**src/rtl/mul_add_unit_pkg.sv**
```systemverilog
// Shared definitions for the picoMips ALU arithmetic datapath:
// operation encoding and default operand geometry.
package alu_pkg;

    localparam int DEF_WIDTH = 8;
    localparam int DEF_FRAC  = 3;

    typedef enum logic [1:0] {
        OP_ADD  = 2'b00,
        OP_MUL  = 2'b01,
        OP_FMUL = 2'b10,
        OP_RSVD = 2'b11
    } op_e;

endpackage

```
**src/rtl/mul_add_unit_if.sv**
```systemverilog
// Request/result bundle between the ALU controller (master) and mul_add_unit (slave).
interface mul_add_unit_if #(
    parameter int WIDTH = alu_pkg::DEF_WIDTH
);
    import alu_pkg::*;

    logic             in_valid;
    op_e              op;
    logic             en_a;
    logic             en_b;
    logic [WIDTH-1:0] a;
    logic [WIDTH-1:0] b;
    logic [WIDTH-1:0] result;
    logic             out_valid;

    modport master (
        output in_valid, op, en_a, en_b, a, b,
        input  result, out_valid
    );

    modport slave (
        input  in_valid, op, en_a, en_b, a, b,
        output result, out_valid
    );

endinterface

```
**src/rtl/mul_add_unit_mult.sv**
```systemverilog
// Combinational WIDTH x WIDTH signed multiplier returning the full 2*WIDTH product.
module signed_mult #(
    parameter int WIDTH = alu_pkg::DEF_WIDTH
) (
    input  logic [WIDTH-1:0]   a_i,
    input  logic [WIDTH-1:0]   b_i,
    output logic [2*WIDTH-1:0] prod_o
);

    logic signed [2*WIDTH-1:0] a_ext_s;
    logic signed [2*WIDTH-1:0] b_ext_s;

    assign a_ext_s = $signed({{WIDTH{a_i[WIDTH-1]}}, a_i});
    assign b_ext_s = $signed({{WIDTH{b_i[WIDTH-1]}}, b_i});
    assign prod_o  = a_ext_s * b_ext_s;

endmodule

```
**src/rtl/mul_add_unit.sv**
```systemverilog
// Signed add / integer multiply / fixed-point multiply on gated operands,
// with either a combinational or a single registered output stage.
module mul_add_unit
    import alu_pkg::*;
#(
    parameter int WIDTH   = DEF_WIDTH,
    parameter int FRAC    = DEF_FRAC,
    parameter int LATENCY = 0
) (
    input  logic               clk_i,
    input  logic               rst_i,
    mul_add_unit_if.slave      bus
);

    localparam bit COMB_OUT = (LATENCY == 0);

    logic        [WIDTH-1:0]   a_s;
    logic        [WIDTH-1:0]   b_s;
    logic        [2*WIDTH-1:0] prod_s;
    logic signed [2*WIDTH-1:0] prod_signed_s;
    logic        [WIDTH-1:0]   sum_s;
    logic        [WIDTH-1:0]   result_s;
    logic        [WIDTH-1:0]   result_d;
    logic        [WIDTH-1:0]   result_q;
    logic                      valid_d;
    logic                      valid_q;

    // A disabled operand is a hard zero, never the raw bus value.
    assign a_s   = bus.en_a ? bus.a : {WIDTH{1'b0}};
    assign b_s   = bus.en_b ? bus.b : {WIDTH{1'b0}};
    assign sum_s = a_s + b_s;

    signed_mult #(
        .WIDTH (WIDTH)
    ) u_mult (
        .a_i    (a_s),
        .b_i    (b_s),
        .prod_o (prod_s)
    );

    assign prod_signed_s = $signed(prod_s);

    // Result select; FMUL is an arithmetic shift so negatives floor toward minus infinity.
    always_comb begin
        result_s = {WIDTH{1'b0}};
        case (bus.op)
            OP_ADD:  result_s = sum_s;
            OP_MUL:  result_s = WIDTH'(prod_signed_s);
            OP_FMUL: result_s = WIDTH'(prod_signed_s >>> FRAC);
            OP_RSVD: result_s = {WIDTH{1'b0}};
            default: result_s = {WIDTH{1'b0}};
        endcase
    end

    // Next state of the output stage: capture on a valid request, otherwise hold the data.
    always_comb begin
        result_d = result_q;
        valid_d  = 1'b0;
        if (bus.in_valid) begin
            result_d = result_s;
            valid_d  = 1'b1;
        end else begin
            result_d = result_q;
            valid_d  = 1'b0;
        end
    end

    // Output stage register; reset wins over any request on the same edge.
    always_ff @(posedge clk_i) begin
        if (rst_i) begin
            result_q <= {WIDTH{1'b0}};
            valid_q  <= 1'b0;
        end else begin
            result_q <= result_d;
            valid_q  <= valid_d;
        end
    end

    // The register only reaches the outputs in the one-cycle configuration.
    assign bus.result    = COMB_OUT ? result_s : result_q;
    assign bus.out_valid = COMB_OUT ? bus.in_valid : valid_q;

endmodule

```
**src/flat_wrapper.sv**
```systemverilog
// flat-port wrapper written by rule: the top's interface ports become plain ports
module mul_add_unit_flat import alu_pkg::*;
#(
    parameter int WIDTH   = DEF_WIDTH,
    parameter int FRAC    = DEF_FRAC,
    parameter int LATENCY = 0
)
  (clk_i, rst_i, bus_in_valid, bus_op, bus_en_a, bus_en_b, bus_a, bus_b, bus_result, bus_out_valid);
  mul_add_unit_if #(.WIDTH(WIDTH)) bus_i ();
  input  logic clk_i;
  input  logic rst_i;
  input wire logic [$bits(bus_i.in_valid)-1:0] bus_in_valid;
  input wire logic [$bits(bus_i.op)-1:0] bus_op;
  input wire logic [$bits(bus_i.en_a)-1:0] bus_en_a;
  input wire logic [$bits(bus_i.en_b)-1:0] bus_en_b;
  input wire logic [$bits(bus_i.a)-1:0] bus_a;
  input wire logic [$bits(bus_i.b)-1:0] bus_b;
  output wire logic [$bits(bus_i.result)-1:0] bus_result;
  output wire logic [$bits(bus_i.out_valid)-1:0] bus_out_valid;
  assign bus_i.in_valid = bus_in_valid;
  assign bus_i.op = bus_op;
  assign bus_i.en_a = bus_en_a;
  assign bus_i.en_b = bus_en_b;
  assign bus_i.a = bus_a;
  assign bus_i.b = bus_b;
  assign bus_result = bus_i.result;
  assign bus_out_valid = bus_i.out_valid;
  mul_add_unit #(.WIDTH(WIDTH), .FRAC(FRAC), .LATENCY(LATENCY)) u_core (.clk_i(clk_i), .rst_i(rst_i), .bus(bus_i));
endmodule
```
**config.mk**
```make
export PLATFORM = sky130hd
export DESIGN_NAME = mul_add_unit_flat
export DESIGN_NICKNAME = d
export VERILOG_FILES = /design/src/rtl/mul_add_unit_pkg.sv /design/src/rtl/mul_add_unit_if.sv /design/src/rtl/mul_add_unit_mult.sv /design/src/rtl/mul_add_unit.sv /design/src/flat_wrapper.sv
export SDC_FILE = /design/constraint.sdc
export NUM_CORES = 1
export LEC_CHECK = 0
export BUFFER_PORTS_ARGS = -buffer_cell sky130_fd_sc_hd__buf_2
export CORE_ASPECT_RATIO = 1.2
export CORE_MARGIN = 2
export CORE_UTILIZATION = 45
export DETAILED_ROUTE_END_ITERATION = 8
export PLACE_DENSITY = 0.77
export SETUP_SLACK_MARGIN = 0.1
export SLEW_MARGIN = 10
export SYNTH_ARGS = -nofsm -noshare
export SYNTH_HDL_FRONTEND = slang
export SYNTH_SLANG_ARGS = --single-unit
```
**constraint.sdc**
```tcl
create_clock -name vclk -period 17.7
set_input_delay 3.54 -clock vclk [all_inputs]
set_output_delay 3.54 -clock vclk [all_outputs]
set_load 0.01 [all_outputs]
```
Word level (Yosys, flattened, before mapping)
Index checks and enable logic that the tools add are counted.
Cells by class
  multiply operators: 1
  equal/unequal tests: 3
  reduce and logical (&&, ||, !) cells: 1
  muxes and demuxes: 3
  add/sub/neg operators: 1
Operators with widths (count)
  8-bit one-hot mux with 4 select lines: 1
  8-bit two-way mux: 2
  8-bit by 8-bit multiplier with 11-bit output: 1
  8-bit adder: 1
  2-bit equality test, second input constant: 2
  2-bit by 1-bit equality test with 1-bit output, second input constant: 1
  2-bit logical NOT: 1
Storage, ports and cells
  flip-flop bits (word level): 0
  input bits: 23
  logic and storage cells: 9

Logic depth before layout (Yosys ltp)
  depth after elaboration: 3
  mapped depth: 20
  depth with buffers taken out: 19

Cells and area by module
From an unflattened synthesis, not the netlist that was laid out.
Second synthesis, totals
  cells, all modules: 375
  area, all modules: 3106.7 um^2
Modules (own cells, without submodules)
  signed_mult: area an instance 2537.4 um^2, cells each 293, instances 1, sequential area each 0.0 um^2
  mul_add_unit: area an instance 569.3 um^2, cells each 82, instances 1, sequential area each 0.0 um^2

Least setup slack after synthesis
OpenSTA, ideal clock, no wires.
  kind: input-to-output
  start point: in bus_en_b
  end point: out bus_result[7]
  data arrival time: 7.748 ns
  slack: 6.412 ns
  stages on the path: 18
  buffers on the path: 1
  data required time: 14.160 ns
  cell sequence: clkbuf_1 nand2_1 nor2_1 inv_1 fa_1 fa_1 inv_1 fa_1 inv_1 fa_1 inv_1 ha_1 a21oi_1 o21bai_1 a21oi_1 xnor3_1 a21o_1 o21ai_2
Between the ends
  cells in the longest elaborated chain, start to end: 3
RTL lines
  from (decl): line flat_wrapper.sv:15  | input wire logic [$bits(bus_i.en_b)-1:0] bus_en_b;
  8-bit two-way mux (*): line mul_add_unit.sv:30  | assign b_s = bus.en_b ? bus.b : {WIDTH{1'b0}};
  8-bit by 8-bit multiplier with 11-bit output / 8-bit adder (equally long branches): line mul_add_unit_mult.sv:15, mul_add_unit.sv:31
  8-bit one-hot mux with 4 select lines (*): line mul_add_unit.sv:46  | case (bus.op)
  to (decl): line flat_wrapper.sv:18  | output wire logic [$bits(bus_i.result)-1:0] bus_result;
Mark *: on every way between the ends. The rest lies on a longest branch, timed or not.

Final worst setup path
Ends and elaborated chain as after synthesis.

==> results by group <==
Routing
  • Drt drc: 0
  • First-iteration detailed-routing DRC count: 32
  • Wire length on met3: 123 µm
  • Wl on met1: 1920 µm
  • Vias: 1,830
  • Routed len/inst: 12.4 µm
  • Drt pass-1 iters: 4
  • Met2 wire len: 2380 µm
  • Vias/cell: 5.01
  • Highest Signal Layer: met4
  • Final ANT Viol Nets: 0
  • Final wirelength: 4510 µm

Placed design
  • GPL Wtd Cong: 0.893
  • Post-DP HPWL: 4070 µm
  • Setup slack at placement: 5.92 ns
  • Buffers on Ports: 28
  • Placed inst area: 0.00230 mm²
  • Placed cell count: 365

Synth
  • Synth top area cells: fa_1 30%, ha_1 18%, inv_1 13%
  • Synthesized instance count: 284
  • Yosys top cell by area: fa_1
  • Synth cell types: 28
  • Syn_area_per_cell: 7.45 µm²
  • Sequential share of the synthesized area: 0%
  • YS warnings: 0
  • Synth top area share: 30.3%
  • Syn nets: 369
  • Syn Std Cell Area: 0.00211 mm²

Power
  • Sw Share: 57.8%
  • Clock Power Share: 0%
  • Peak VDD IR: 0.0178 mV
  • P_leak: 1.30 nW
  • Internal: 0.0274 mW
  • Comb pwr share: 100.0%
  • Part of the power in registers: 0%
  • NetSw: 0.0376 mW
  • Power per cell area: 28.3 mW/mm²

Cells and area
  • Area growth, synth to finish: 8.64%
  • FILL cells: 467
  • Layout cells sized above 1: 10.4%
  • Finished Cell Area: 0.00230 mm²
  • Layout Nets: 394
  • Layout Cells excl Fill: 365
  • Diode count: 0
  • Seq cells: 0
  • FF+latch area: 0 µm²
  • Multi-input gate area: 0.00180 mm²
  • Final core utilization: 50.4%
  • Clkbuf count: 0

Global route
  • Number of global-route vias before repair: 1,874
  • Global-route wire length before repair: 7990 µm
  • GRT Util Overall: 18.9%
  • Grt total ovfl: 0
  • Antenna violations before repair: 0
  • Largest net degree at the start of global routing: 16

Timing
  • Unrepaired setup endpoints after global routing: no
  • Max Slew Vio Count: 0
  • Final period util: 66.5%
  • Final setup viols: 0
  • Rel. slew slack: 74.8%
  • Min Tclk post-route: 11.76 ns
  • Max Fclk: 85.0 MHz
  • Endpoints failing hold: 0
  • Worst-margin pin slew: 0.378 ns
  • Fin Setup TNS: 0 ns
  • PnR worst setup slack: 5.94 ns

Die
  • Core ar.: 0.00456 mm²
  • Row Count: 27
  • DIE WIDTH: 66.6 µm
  • Initial Util: 46.4%
  • Io pins: 32
  • Vert. Die Dim: 79.1 µm
  • Die ar.: 0.00527 mm²

Worst setup path
  • Critical Path Sink: bus_result[7]
  • Worst Setup SP: bus_en_b
  • CP Launch Type: primary input
  • CP arrival: 8.22 ns
  • Critical Path Fanout Max: 15
  • Crit Path Class: in -> out
  • Worst path required time: 14.16 ns
  • Crit. End Element: output pin

Flow run
  • Max cap viols: 0

Outcome
  • Status: finished clean

Clock network
  • Setup Fix Bufs, Post-CTS: 0
  • CTS resizes: 0
  • Cts hold-fix bufs: 0

Worst hold path
  • HP Class: in -> out
==> final cells by class <==
cell class	instances	share of cell area, %
Multi-Input combinational cell	204	78.5
Inverter	75	12.3
Timing Repair Buffer	28	6.10
Tap cell	58	3.16
==> routing by layer <==
metal	track usage, %	vias to the layer above
li1	-	905
met5	0	-
met3	0.992	13
met1	23.8	876
met4	4.29	0
met2	35.1	36
==> cells in the final DEF, fill, tap and decap left out, types with 4 or more instances in the layout <==
cell type / synthesis / routed
o21ai_0: 6 / 6
nand3_1: 5 / 5
nor2_1: 41 / 41
a21o_1: 5 / 5
nand2_1: 34 / 34
nor2b_1: 4 / 4
xnor2_1: 13 / 13
a21oi_1: 11 / 11
buf_2: 0 / 28
fa_1: 32 / 32
xor2_1: 6 / 6
ha_1: 30 / 30
inv_1: 75 / 75
==> worst max-delay path: stages <==
cell	delay, ns
buf_2	0.24
nand2_1	0.28
nor2_1	0.22
inv_1	0.08
fa_1	0.48
fa_1	0.51
inv_1	0.05
fa_1	0.47
inv_1	0.05
fa_1	0.53
inv_1	0.04
ha_1	0.32
a21oi_1	0.22
o21bai_1	0.11
a21oi_1	0.19
xnor3_1	0.43
a21o_1	0.20
o21ai_2	0.11
buf_2	0.13
==> kinds of logic (layout without fill, tap and decap cells) <==
group           count (synthesis)  in the layout  synth area share, %
buf+inv                        80            103                 14.7
mux                             2              2                0.947
simple gates                   90             90                 17.9
fa+ha+maj                      62             62                 48.0
xor+xnor                       21             21                 10.0
compound gates                 29             29                 8.34
==> power groups by stage <==
stage          Sequential, mW  Clock, mW  Combinational, mW
2_1_floorplan               0          0             0.0479
3_3_place_gp                0          0             0.0644
3_5_place_dp                0          0             0.0656
4_1_cts                     0          0             0.0659
5_1_grt                     0          0             0.0736
6_report                    0          0             0.0650
==> per-stage QoR <==
stage	power [mW]	hold WS [ns]
after floorplan	0.0479	7.17
after CTS	0.0659	7.08
after detailed placement	0.0656	7.08
after global placement	0.0644	7.08
final	0.0650	7.08
after global routing	0.0736	7.08
==> synth_stat cells (all sizes together) <==
cell type,n
a21o,5
a21oi,11
and3b,1
buf,3
clkbuf,2
fa,32
ha,30
inv,75
mux2i,2
nand2,35
nand2b,1
nand3,6
nor2,41
nor2b,4
nor3,2
o21ai,7
o21bai,2
o22ai,2
o311ai,1
o41ai,1
xnor2,13
xnor3,2
xor2,6
==> worst min-delay path by stage <==
stage	from	depth (start not counted)	end	slack, ns
global placement	bus_in_valid	0	bus_out_valid	7.08
floorplan	bus_in_valid	1	bus_out_valid	7.17
finish	bus_in_valid	0	bus_out_valid	7.08
global route	bus_in_valid	0	bus_out_valid	7.08
detailed placement	bus_in_valid	0	bus_out_valid	7.08
CTS	bus_in_valid	0	bus_out_valid	7.08
Note: power is estimated with default switching activity, not from simulation.
